[config.mk]
export PLATFORM = sky130hd
export DESIGN_NAME = snake_judge_flat
export DESIGN_NICKNAME = d
export VERILOG_FILES = /design/src/rtl/snake_pkg.sv /design/src/rtl/snake_judge_if.sv /design/src/rtl/food_lfsr.sv /design/src/rtl/snake_judge.sv /design/src/flat_wrapper.sv
export SDC_FILE = /design/constraint.sdc
export NUM_CORES = 1
export LEC_CHECK = 0
export BUFFER_PORTS_ARGS = -buffer_cell sky130_fd_sc_hd__buf_2
export CAP_MARGIN = 20
export CORE_AREA = 4 4 254 256
export DETAILED_ROUTE_END_ITERATION = 7
export DIE_AREA = 0 0 258 260
export GPL_ROUTABILITY_DRIVEN = 0
export PLACE_DENSITY_LB_ADDON = 0.25
export SLEW_MARGIN = 0
export SYNTH_ARGS = -nofsm -noshare
export SYNTH_HDL_FRONTEND = slang
export SYNTH_SLANG_ARGS = --single-unit
[constraint.sdc]
create_clock -name clk -period 3.7 [get_ports clk]
set_input_delay 0.74 -clock clk [delete_from_list [all_inputs] [get_ports clk]]
set_output_delay 0.74 -clock clk [all_outputs]
set_load 0.05 [all_outputs]
[src/rtl/snake_pkg.sv]
// Shared snake game definitions: board defaults, FSM states, direction codes, LFSR step.
package snake_pkg;

    localparam int unsigned WIDTH           = 32;
    localparam int unsigned HEIGHT          = 24;
    localparam int unsigned MAX_LEN         = 31;
    localparam int unsigned NUM_LEN         = 10;
    localparam int unsigned MAX_LEN_BIT_LEN = 5;
    localparam int unsigned LFSR_W          = 10;

    typedef enum logic [2:0] {
        IDLE,
        SCAN,
        EAT,
        FOOD,
        DEAD
    } state_t;

    typedef enum logic [1:0] {
        DIR_LEFT  = 2'b00,
        DIR_RIGHT = 2'b01,
        DIR_UP    = 2'b10,
        DIR_DOWN  = 2'b11
    } dir_t;

    // Fibonacci step for x^10 + x^7 + 1
    function automatic logic [LFSR_W-1:0] lfsr_next(input logic [LFSR_W-1:0] v);
        return {v[LFSR_W-2:0], v[9] ^ v[6]};
    endfunction

endpackage

[src/rtl/snake_judge_if.sv]
// Bus between the movement stage (master) and the game-state keeper (slave).
interface snake_judge_if #(
    parameter int unsigned max_len         = snake_pkg::MAX_LEN,
    parameter int unsigned num_len         = snake_pkg::NUM_LEN,
    parameter int unsigned max_len_bit_len = snake_pkg::MAX_LEN_BIT_LEN
) ();

    logic                         step;
    logic [max_len*num_len-1:0]   next_pos_num;
    logic                         wall_hit;
    logic [max_len*num_len-1:0]   pos_num;
    logic [max_len_bit_len-1:0]   len;
    logic [num_len-1:0]           food_pos;
    logic [7:0]                   score;
    logic                         dead;
    logic                         busy;
    logic                         done;

    modport master (
        output step, next_pos_num, wall_hit,
        input  pos_num, len, food_pos, score, dead, busy, done
    );

    modport slave (
        input  step, next_pos_num, wall_hit,
        output pos_num, len, food_pos, score, dead, busy, done
    );

endinterface

[src/rtl/food_lfsr.sv]
// 10-bit Fibonacci LFSR used to draw food candidates; steps only on advance.
module food_lfsr
    import snake_pkg::*;
#(
    parameter logic [LFSR_W-1:0] lfsr_seed = 10'h2A5
) (
    input  logic              clk,
    input  logic              rst,
    input  logic              advance,
    output logic [LFSR_W-1:0] value
);

    always_ff @(posedge clk) begin
        if (rst) begin
            value <= lfsr_seed;
        end else if (advance) begin
            value <= lfsr_next(value);
        end
    end

endmodule

[src/rtl/snake_judge.sv]
// Snake game-state keeper: latches moves, checks collisions, grows and places food.
// Build option: SNAKE_SELF_COLLIDE_EN adds the per-tick self-collision SCAN state.
module snake_judge
    import snake_pkg::*;
#(
    parameter int unsigned max_len         = MAX_LEN,
    parameter int unsigned num_len         = NUM_LEN,
    parameter int unsigned width           = WIDTH,
    parameter int unsigned height          = HEIGHT,
    parameter int unsigned max_len_bit_len = MAX_LEN_BIT_LEN,
    parameter int unsigned init_len        = 3,
    parameter int unsigned init_head       = 400,
    parameter int unsigned food_init       = 100,
    parameter logic [LFSR_W-1:0] lfsr_seed = 10'h2A5
) (
    input  logic          clk,
    input  logic          rst,
    snake_judge_if.slave  bus
);

    localparam int unsigned CELLS = width * height;
    localparam int unsigned LW    = max_len_bit_len;

    typedef logic [num_len-1:0] cell_t;

    state_t            state_q, state_d;
    cell_t             slot_q [max_len];
    cell_t             slot_d [max_len];
    logic [LW-1:0]     len_q, len_d;
    logic [LW-1:0]     idx_q, idx_d;
    cell_t             food_q, food_d;
    logic [7:0]        score_q, score_d;
    logic              dead_q, dead_d;
    logic              done_q, done_d;
    logic              busy_q, busy_d;
    logic              lfsr_adv;
    logic [LFSR_W-1:0] lfsr_val;

    cell_t head, next_head, candidate, cmp_ref;
    logic  cmp_hit, last_idx, in_range;

    function automatic cell_t reset_slot(input int unsigned i);
        if (i < init_len) return num_len'(init_head - i);
        return num_len'(init_head - (init_len - 1));
    endfunction

    food_lfsr #(.lfsr_seed(lfsr_seed)) u_food_lfsr (
        .clk     (clk),
        .rst     (rst),
        .advance (lfsr_adv),
        .value   (lfsr_val)
    );

    // One comparator serves both the self-collision scan and the food occupancy check
    assign head      = slot_q[0];
    assign next_head = bus.next_pos_num[num_len-1:0];
    assign candidate = num_len'(lfsr_val);
    assign cmp_ref   = (state_q == FOOD) ? candidate : head;
    assign cmp_hit   = (slot_q[idx_q] == cmp_ref);
    assign last_idx  = (idx_q == (len_q - LW'(1)));
    assign in_range  = (32'(candidate) < CELLS);

    always_comb begin
        state_d  = state_q;
        slot_d   = slot_q;
        len_d    = len_q;
        idx_d    = idx_q;
        food_d   = food_q;
        score_d  = score_q;
        dead_d   = dead_q;
        done_d   = 1'b0;
        lfsr_adv = 1'b0;

        case (state_q)
            IDLE: begin
                if (bus.step) begin
                    if (bus.wall_hit) begin
                        dead_d  = 1'b1;
                        state_d = DEAD;
                    end else begin
                        for (int unsigned i = 0; i < max_len; i++) begin
                            slot_d[i] = bus.next_pos_num[i*num_len +: num_len];
                        end
`ifdef SNAKE_SELF_COLLIDE_EN
                        if (len_q > LW'(1)) begin
                            idx_d   = LW'(1);
                            state_d = SCAN;
                        end else begin
                            done_d  = (next_head != food_q);
                            state_d = EAT;
                        end
`else
                        done_d  = (next_head != food_q);
                        state_d = EAT;
`endif
                    end
                end
            end
`ifdef SNAKE_SELF_COLLIDE_EN
            SCAN: begin
                if (cmp_hit) begin
                    dead_d  = 1'b1;
                    state_d = DEAD;
                end else if (last_idx) begin
                    done_d  = (head != food_q);
                    state_d = EAT;
                end else begin
                    idx_d = idx_q + LW'(1);
                end
            end
`endif
            // done for the no-food case was raised on entry so it is visible this cycle
            EAT: begin
                if (head == food_q) begin
                    len_d    = (len_q == LW'(max_len)) ? len_q : len_q + LW'(1);
                    score_d  = (score_q == 8'hFF) ? score_q : score_q + 8'd1;
                    idx_d    = '0;
                    lfsr_adv = 1'b1;
                    state_d  = FOOD;
                end else begin
                    state_d = IDLE;
                end
            end
            FOOD: begin
                if (!in_range || cmp_hit) begin
                    lfsr_adv = 1'b1;
                    idx_d    = '0;
                end else if (last_idx) begin
                    food_d  = candidate;
                    done_d  = 1'b1;
                    state_d = IDLE;
                end else begin
                    idx_d = idx_q + LW'(1);
                end
            end
            DEAD: begin
            end
            default: state_d = IDLE;
        endcase

        busy_d = (state_d == SCAN) || (state_d == EAT) || (state_d == FOOD);
    end

    always_ff @(posedge clk) begin
        if (rst) begin
            state_q <= IDLE;
            for (int unsigned i = 0; i < max_len; i++) begin
                slot_q[i] <= reset_slot(i);
            end
            len_q   <= LW'(init_len);
            idx_q   <= '0;
            food_q  <= num_len'(food_init);
            score_q <= '0;
            dead_q  <= 1'b0;
            done_q  <= 1'b0;
            busy_q  <= 1'b0;
        end else begin
            state_q <= state_d;
            slot_q  <= slot_d;
            len_q   <= len_d;
            idx_q   <= idx_d;
            food_q  <= food_d;
            score_q <= score_d;
            dead_q  <= dead_d;
            done_q  <= done_d;
            busy_q  <= busy_d;
        end
    end

    for (genvar g = 0; g < max_len; g++) begin : g_pos_out
        assign bus.pos_num[g*num_len +: num_len] = slot_q[g];
    end

    assign bus.len      = len_q;
    assign bus.food_pos = food_q;
    assign bus.score    = score_q;
    assign bus.dead     = dead_q;
    assign bus.done     = done_q;
    assign bus.busy     = busy_q;

endmodule

[src/flat_wrapper.sv]
// flat-port wrapper written by rule: the top's interface ports become plain ports
module snake_judge_flat import snake_pkg::*;
#(
    parameter int unsigned max_len         = MAX_LEN,
    parameter int unsigned num_len         = NUM_LEN,
    parameter int unsigned width           = WIDTH,
    parameter int unsigned height          = HEIGHT,
    parameter int unsigned max_len_bit_len = MAX_LEN_BIT_LEN,
    parameter int unsigned init_len        = 3,
    parameter int unsigned init_head       = 400,
    parameter int unsigned food_init       = 100,
    parameter logic [LFSR_W-1:0] lfsr_seed = 10'h2A5
)
  (clk, rst, bus_step, bus_next_pos_num, bus_wall_hit, bus_pos_num, bus_len, bus_food_pos, bus_score, bus_dead, bus_busy, bus_done);
  snake_judge_if #(.max_len(max_len), .num_len(num_len), .max_len_bit_len(max_len_bit_len)) bus_i ();
  input  logic clk;
  input  logic rst;
  input wire logic [$bits(bus_i.step)-1:0] bus_step;
  input wire logic [$bits(bus_i.next_pos_num)-1:0] bus_next_pos_num;
  input wire logic [$bits(bus_i.wall_hit)-1:0] bus_wall_hit;
  output wire logic [$bits(bus_i.pos_num)-1:0] bus_pos_num;
  output wire logic [$bits(bus_i.len)-1:0] bus_len;
  output wire logic [$bits(bus_i.food_pos)-1:0] bus_food_pos;
  output wire logic [$bits(bus_i.score)-1:0] bus_score;
  output wire logic [$bits(bus_i.dead)-1:0] bus_dead;
  output wire logic [$bits(bus_i.busy)-1:0] bus_busy;
  output wire logic [$bits(bus_i.done)-1:0] bus_done;
  assign bus_i.step = bus_step;
  assign bus_i.next_pos_num = bus_next_pos_num;
  assign bus_i.wall_hit = bus_wall_hit;
  assign bus_pos_num = bus_i.pos_num;
  assign bus_len = bus_i.len;
  assign bus_food_pos = bus_i.food_pos;
  assign bus_score = bus_i.score;
  assign bus_dead = bus_i.dead;
  assign bus_busy = bus_i.busy;
  assign bus_done = bus_i.done;
  snake_judge #(.max_len(max_len), .num_len(num_len), .width(width), .height(height), .max_len_bit_len(max_len_bit_len), .init_len(init_len), .init_head(init_head), .food_init(food_init), .lfsr_seed(lfsr_seed)) u_core (.clk(clk), .rst(rst), .bus(bus_i));
endmodule
# Yosys cells after proc, flatten, opt, wreduce, memory -nomap -nowiden
# Index checks and enable logic that the tools add are counted.
[word_totals]
ff_bits = 354
input_bits = 314
output_inout_bits = 336
elab_cells = 111
[classes]
add_sub_neg = 4
magnitude_cmp = 2
n_eq_ne = 15
n_mux = 29
bitwise_logic = 6
reduce_logical = 15
[op_table]
columns = ["op", "n"]
rows = [
  ["310-bit 2-to-1 mux", 4],
  ["10-bit binary-select mux with 5-bit select", 1],
  ["10-bit 2-to-1 mux", 3],
  ["3-bit AND reduction", 7],
  ["10-bit == test", 2],
  ["5-bit 2-to-1 mux", 4],
  ["3-bit by 2-bit == test with 1-bit output, second input constant", 4],
  ["3-bit 2-to-1 mux", 4],
  ["3-bit one-hot mux with 4 select lines", 1],
  ["5-bit by 1-bit adder with 5-bit output, second input constant", 2],
  ["10-bit less-than comparator, second input constant", 1],
  ["10-bit inequality test", 1],
  ["5-bit one-hot mux with 2 select lines", 1],
  ["8-bit by 1-bit adder with 8-bit output, second input constant", 1],
  ["8-bit == test, second input constant", 1],
  ["1-bit 2-to-1 mux", 8],
  ["6-bit greater-or-equal comparator, second input constant", 1],
  ["5-bit NOT with 6-bit output", 1],
  ["2-bit nonzero test", 3],
  ["5-bit == test", 1],
  ["5-bit == test, second input constant", 1],
  ["5-bit by 1-bit subtractor with 5-bit output, second input constant", 1],
  ["1-bit NOT", 4],
  ["1-bit one-hot mux with 2 select lines", 2],
  ["10 further kinds", 12],
]

# Depth between registers and ports, before layout
[logic_depth]
depth_word = 11
depth_mapped = 14
ltp_nobuf = 9

# By module
# From an unflattened synthesis, not the netlist that was laid out.
[hier_totals]
cells_unflattened = 1870
area_unflattened_um2 = 16161.8
[by_module_without_submodules]
columns = ["mod", "instances", "cells_per_inst", "area_each_um2", "seq_area_each_um2"]
rows = [
  ["snake_judge", 1, 1837, 15802.7, 7086.8],
  ["food_lfsr", 1, 33, 359.1, 200.2],
]

# Least setup slack after synthesis
# No wires, ideal clock.
[synth_timing]
kind = "register to register"
start = "register u_core.slot_q, in the netlist u_core.head[4]"
end = "register u_core.idx_q[0]"
setup_time_ps = 117
t_arrival_ps = 3200
required_time_ps = 3583
setup_slack_ps = 383
path_stages_with_launch = 10
path_buffers = 0
synth_period_minus_slack_ps = 3317
cell_sequence = "edfxtp_1 > mux4_1 > mux4_2 > and2_4 > a311oi_2 > xnor2_1 > nand4_2 > or3_1 > a41o_1 > a32o_1"
[synth_via]
elab_chain_cells = 7
elab_cells_between_ends = 12
classes_between = "eq/ne: 4; mux: 6; reduce/logical: 2"
[synth_lines]
columns = ["item", "line", "text"]
rows = [
  ["start, declared", "snake_judge.sv:27", "cell_t slot_q [max_len];"],
  ["start signal, assigned by index", "snake_judge.sv:148", "slot_q[i] <= reset_slot(i);"],
  ["start signal, assigned", "snake_judge.sv:159", "slot_q <= slot_d;"],
  ["10-bit binary-select mux with 5-bit select", "snake_judge.sv:59", "assign cmp_hit = (slot_q[idx_q] == cmp_ref);"],
  ["10-bit 2-to-1 mux (not written as such) (2 in a row)", "snake_judge.sv:59", ""],
  ["10-bit == test", "snake_judge.sv:59", ""],
  ["1-bit logical OR", "snake_judge.sv:125", "if (!in_range || cmp_hit) begin"],
  ["3-bit inequality test (no source line) or 5-bit 2-to-1 mux (tied branches)", "-", ""],
  ["3-bit AND reduction (no source line) or 5-bit one-hot mux with 2 select lines (tied branches)", "-", ""],
  ["end signal, assigned", "snake_judge.sv:161", "idx_q <= idx_d;"],
  ["end, declared", "snake_judge.sv:30", "logic [LW-1:0] idx_q, idx_d;"],
]
# Several ways; a longest one is shown, not always the timed one. The select of a mux whose other input is x is not followed.
# A chain may end at the register's enable or synchronous reset.

# Worst setup path in the final report
[layout_timing]
start = "register u_core.idx_q[0]"
end = "register u_core.idx_q[1]"
[layout_via]
elab_chain_cells = 8
elab_cells_between_ends = 13
classes_between = "add/sub: 1; eq/ne: 3; mux: 6; bitwise: 1; reduce/logical: 2"
[layout_lines]
columns = ["item", "line"]
rows = [
  ["5-bit NOT with 6-bit output (not written as such)", "snake_judge.sv:59"],
  ["10-bit binary-select mux with 5-bit select", "snake_judge.sv:59"],
  ["10-bit 2-to-1 mux (not written as such) (2 in a row)", "snake_judge.sv:59"],
  ["10-bit == test", "snake_judge.sv:59"],
  ["1-bit logical OR", "snake_judge.sv:125"],
  ["3-bit inequality test (no source line) or 5-bit 2-to-1 mux (tied branches)", "-"],
  ["3-bit AND reduction (no source line) or 5-bit one-hot mux with 2 select lines (tied branches)", "-"],
]
# Several ways; a longest one is shown, not always the timed one. The select of a mux whose other input is x is not followed.

==> run_results.csv <==
group,metric,value,unit
clocking,htreeDepth,2,
power_and_ir_drop,seqPwrFrac,41.2,%
sta,skew,0.0114,ns
worst_setup_path,worst-endpoint-arrival,3.99,ns
clocking,post_cts_resized,0,
route,vias,16228,
sta,hold_slack,0.370,ns
global_routing,grt_pass1_vias,16028,
yosys,synthSimpleGateAreaFrac,25.0,%
hold_path,worstHoldEndpoint,"u_core.bus.pos_num[82]$_SDFFE_PP1P_",
global_routing,globalRouteOverflowTotal,0,
run_status,status,"complete, no violations",
yosys,synthMuxAreaShare,11.2,%
power_and_ir_drop,p_leak,9.50,nW
clocking,clock-root-buffer,"clkbuf_16",
yosys,synthXorXnorAreaFrac,2.72,%
clocking,clkLatencyLatePin,0.57,ns
die,initial_core_util,25.2,%
power_and_ir_drop,intPower,7.07,mW
sta,rsz0062_at_grt,"false",
sta,min_period_over_period,95.6,%
sta,drv_slew,0,
run,maxCapViolations,0,
clocking,clock_path_buffers,3,
die,die-area,67100,µm²
die,io_pins,650,
worst_setup_path,critPathKind,"flip-flop to flip-flop",
worst_setup_path,ff2ff_setup_slack,0.16,ns
finish,finalNetCount,2807,
die,die_h,260,µm
route,routed_wl,77400,µm
sta,slew_headroom,36.4,%
power_and_ir_drop,p_clk_share,40.7,%
route,wl_per_cell,22.9,µm
clocking,clock-sinks,354,
yosys,yosysTopAreaCellShare,42.4,%
global_routing,antenna_found_initial,5,
yosys,synth_edf_count,20,
yosys,yosys.area_share.adder,0.397,%
finish,drive_gt1_share,33.4,%
sta,fmax,0.283,GHz
power_and_ir_drop,p_comb_share,18.0,%
power_and_ir_drop,pwr_density_cell,484,nW/µm²
finish,final_cell_mix,"buf_2 (648), nand2_1 (626), dfxtp_1 (329)",
die,fp.coreArea,62500,µm²
sta,fin_crit,3.54,ns
yosys,synth_top_cell_by_area,"dfxtp_1",
sta,tightest_slew,0.954,ns
power_and_ir_drop,sw_frac_of_total,32.3,%
die,row_count,92,
placed_design,io_buffers,649,
sta,setup_tns,0,ns
route,drt_first_pass_iters,6,
clocking,cts_tree,"yes",
die,dieWidth,258,µm
yosys,synth_cell_type_count,59,
yosys,synth_flop_cell,"dfxtp_1",
placed_design,post-dp-hpwl,60300,µm
yosys,synth_top_family_by_area,"simple AND/OR/NAND/NOR gates",
route,ant_nets,0,
worst_setup_path,r2r-end,"u_core.idx_q[1]$_SDFFE_PP0P_",
yosys,netlist_area,15800,µm²
power_and_ir_drop,peakVddDrop,315,µV
worst_setup_path,reg2reg_from,"u_core.idx_q[0]$_SDFFE_PP0P_",
finish,fillers,6633,
clocking,cts_made_buffers,43,
sta,setup_viol,0,
yosys,avgSynthCellArea,8.37,µm²
yosys,synth_compound_area_share,9.96,%
yosys,ys_seq_area_share,46.2,%
hold_path,hold_path_depth,3,
worst_setup_path,r2r_cells,9,
finish,area_delta_synth_final,36.6,%
yosys,syn_nets,2204,
global_routing,grt_use_total,21.9,%
global_routing,grt_max_degree,161,
hold_path,hold_path_class,"input port to flip-flop",
route,drt_iter0_markers,1214,
finish,postLayoutCoreUtil,34.5,%
sta,finalHoldViolCount,0,
hold_path,hold_path_startpoint,"bus_next_pos_num[82]",
finish,final_common_cell,"buf_2",
yosys,synthCells,1885,
finish,finalInstanceArea,21500,µm²
route,drc_errors,0,
route,vias_per_cell,4.81,
power_and_ir_drop,p_sw,3.36,mW
worst_setup_path,crit_path_end_kind,"flip-flop",
placed_design,post_dp_cell_area,20100,µm²
worst_setup_path,worst_setup_path_start_kind,"flip-flop",
worst_setup_path,required,4.16,ns
global_routing,grt_pass1_wl,111000,µm
worst_setup_path,cp_max_fo,26,
clocking,ctsHoldBuffers,0,
power_and_ir_drop,power.total,10.4,mW
yosys,ys_top_cells_by_area,"dfxtp_1 (42%), nand2_1 (15%), mux4_2 (5.6%)",
clocking,clk_pin_slew,0.06,ns
yosys,yosysWarningCount,0,
yosys,ys_ff_latch,354,
yosys,async_flop_share,0,%
worst max-delay path, cell delays in order, from the launching register on:
cell	delay, ns
dfxtp_4	0.64
buf_4	0.29
mux4_2	0.53
o2111ai_1	0.27
nand4_1	0.20
xor2_1	0.24
nand4_1	0.20
or3_1	0.38
a41o_1	0.35
a32o_1	0.31
synth_stat cells, types with 5 or more instances:
cell type,instances
a22oi_1,19
a31oi_1,6
dfxtp_1,334
o21ai_0,24
nand2b_1,9
inv_1,13
nand4_1,10
or3b_1,5
o211ai_1,7
nand2_1,626
ha_1,5
xnor2_1,20
mux4_2,39
a21oi_1,175
clkbuf_1,117
o221ai_1,5
and3_1,19
buf_2,19
mux2i_1,73
buf_4,10
buf_6,5
o311ai_0,5
nand3_1,173
xor2_1,29
a211oi_1,6
nor3_1,9
nor2b_1,7
nor2_1,36
edfxtp_1,20
worst max path at each step:
stage | start | endpoint | slack (ns) | cells after the start
after global placement | u_core.idx_q[1]$_SDFFE_PP0P_ | u_core.idx_q[0]$_SDFFE_PP0P_ | 0.14 | 10
after detailed placement | u_core.idx_q[1]$_SDFFE_PP0P_ | u_core.idx_q[0]$_SDFFE_PP0P_ | 0.20 | 10
final | u_core.idx_q[0]$_SDFFE_PP0P_ | u_core.idx_q[1]$_SDFFE_PP0P_ | 0.16 | 9
after global routing | u_core.idx_q[0]$_SDFFE_PP0P_ | u_core.idx_q[1]$_SDFFE_PP0P_ | 0.01 | 10
after floorplan | u_core.head[4]$_SDFFCE_PP1P_ | u_core.idx_q[0]$_SDFFE_PP0P_ | 0.38 | 9
after CTS | u_core.idx_q[1]$_SDFFE_PP0P_ | u_core.idx_q[1]$_SDFFE_PP0P_ | 0.17 | 10
logic make-up (layout without fill, tap and decap cells):
group | Yosys count | after routing
simple gates | 922 | 922
compound gates | 270 | 270
fa+ha+maj | 5 | 5
other cells | 0 | 6
buf+inv | 165 | 802
mux | 120 | 120
xor+xnor | 49 | 49
flops | 354 | 354
power by group through the flow:
stage / logic, mW / registers, mW / clock network, mW
after floorplan: 0.510 / 5.00 / 0
after global placement: 1.89 / 4.39 / 0
after detailed placement: 1.89 / 4.39 / 0
after CTS: 1.90 / 4.30 / 4.35
after global routing: 2.00 / 4.33 / 4.49
final: 1.88 / 4.30 / 4.25
sequential cells by signal, summed over array words and instances, names as in the netlist, 3 cells and up:
name	flops
u_core.head	10
u_core.bus.pos_num	300
u_core.u_food_lfsr.value	10
u_core.bus.food_pos	10
u_core.bus.len	5
u_core.bus.score	8
u_core.state_q	3
u_core.idx_q	5
timing repair:
| item | CTS | global route |
|---|---|---|
| endpoints found under the setup margin | 0 | 5 |
| endpoints found under the hold margin | 0 | 0 |
| buffers inserted | 0 | 3 |
cell type report:
cell class                      count  area, µm²  area share (%)
Multi-Input combinational cell   1366       7790            36.1
Clock buffer                       64       1290            6.01
Antenna cell                        6       15.0          0.0697
Inverter                           14       57.6           0.267
Tap cell                          846       1060            4.91
Sequential cell                   354       7300            33.9
Timing Repair Buffer              709       3910            18.1
Clock inverter                     15        125           0.581
routing by layer:
| metal | track usage, % | routed length, µm |
|---|---|---|
| met5 | 0 | 13 |
| met4 | 5.56 | 1700 |
| met3 | 4.18 | 4770 |
| met2 | 37.4 | 37800 |
| met1 | 28.5 | 33100 |
stage by stage:
stage | setup slack [ns] | instances
after global routing | 0.0142 | 3372
after CTS | 0.166 | 3365
after detailed placement | 0.199 | 3286
after global placement | 0.141 | 3286
final | 0.164 | 3374
after floorplan | 0.383 | 1885
No activity file was read; power rests on OpenSTA's default activity.
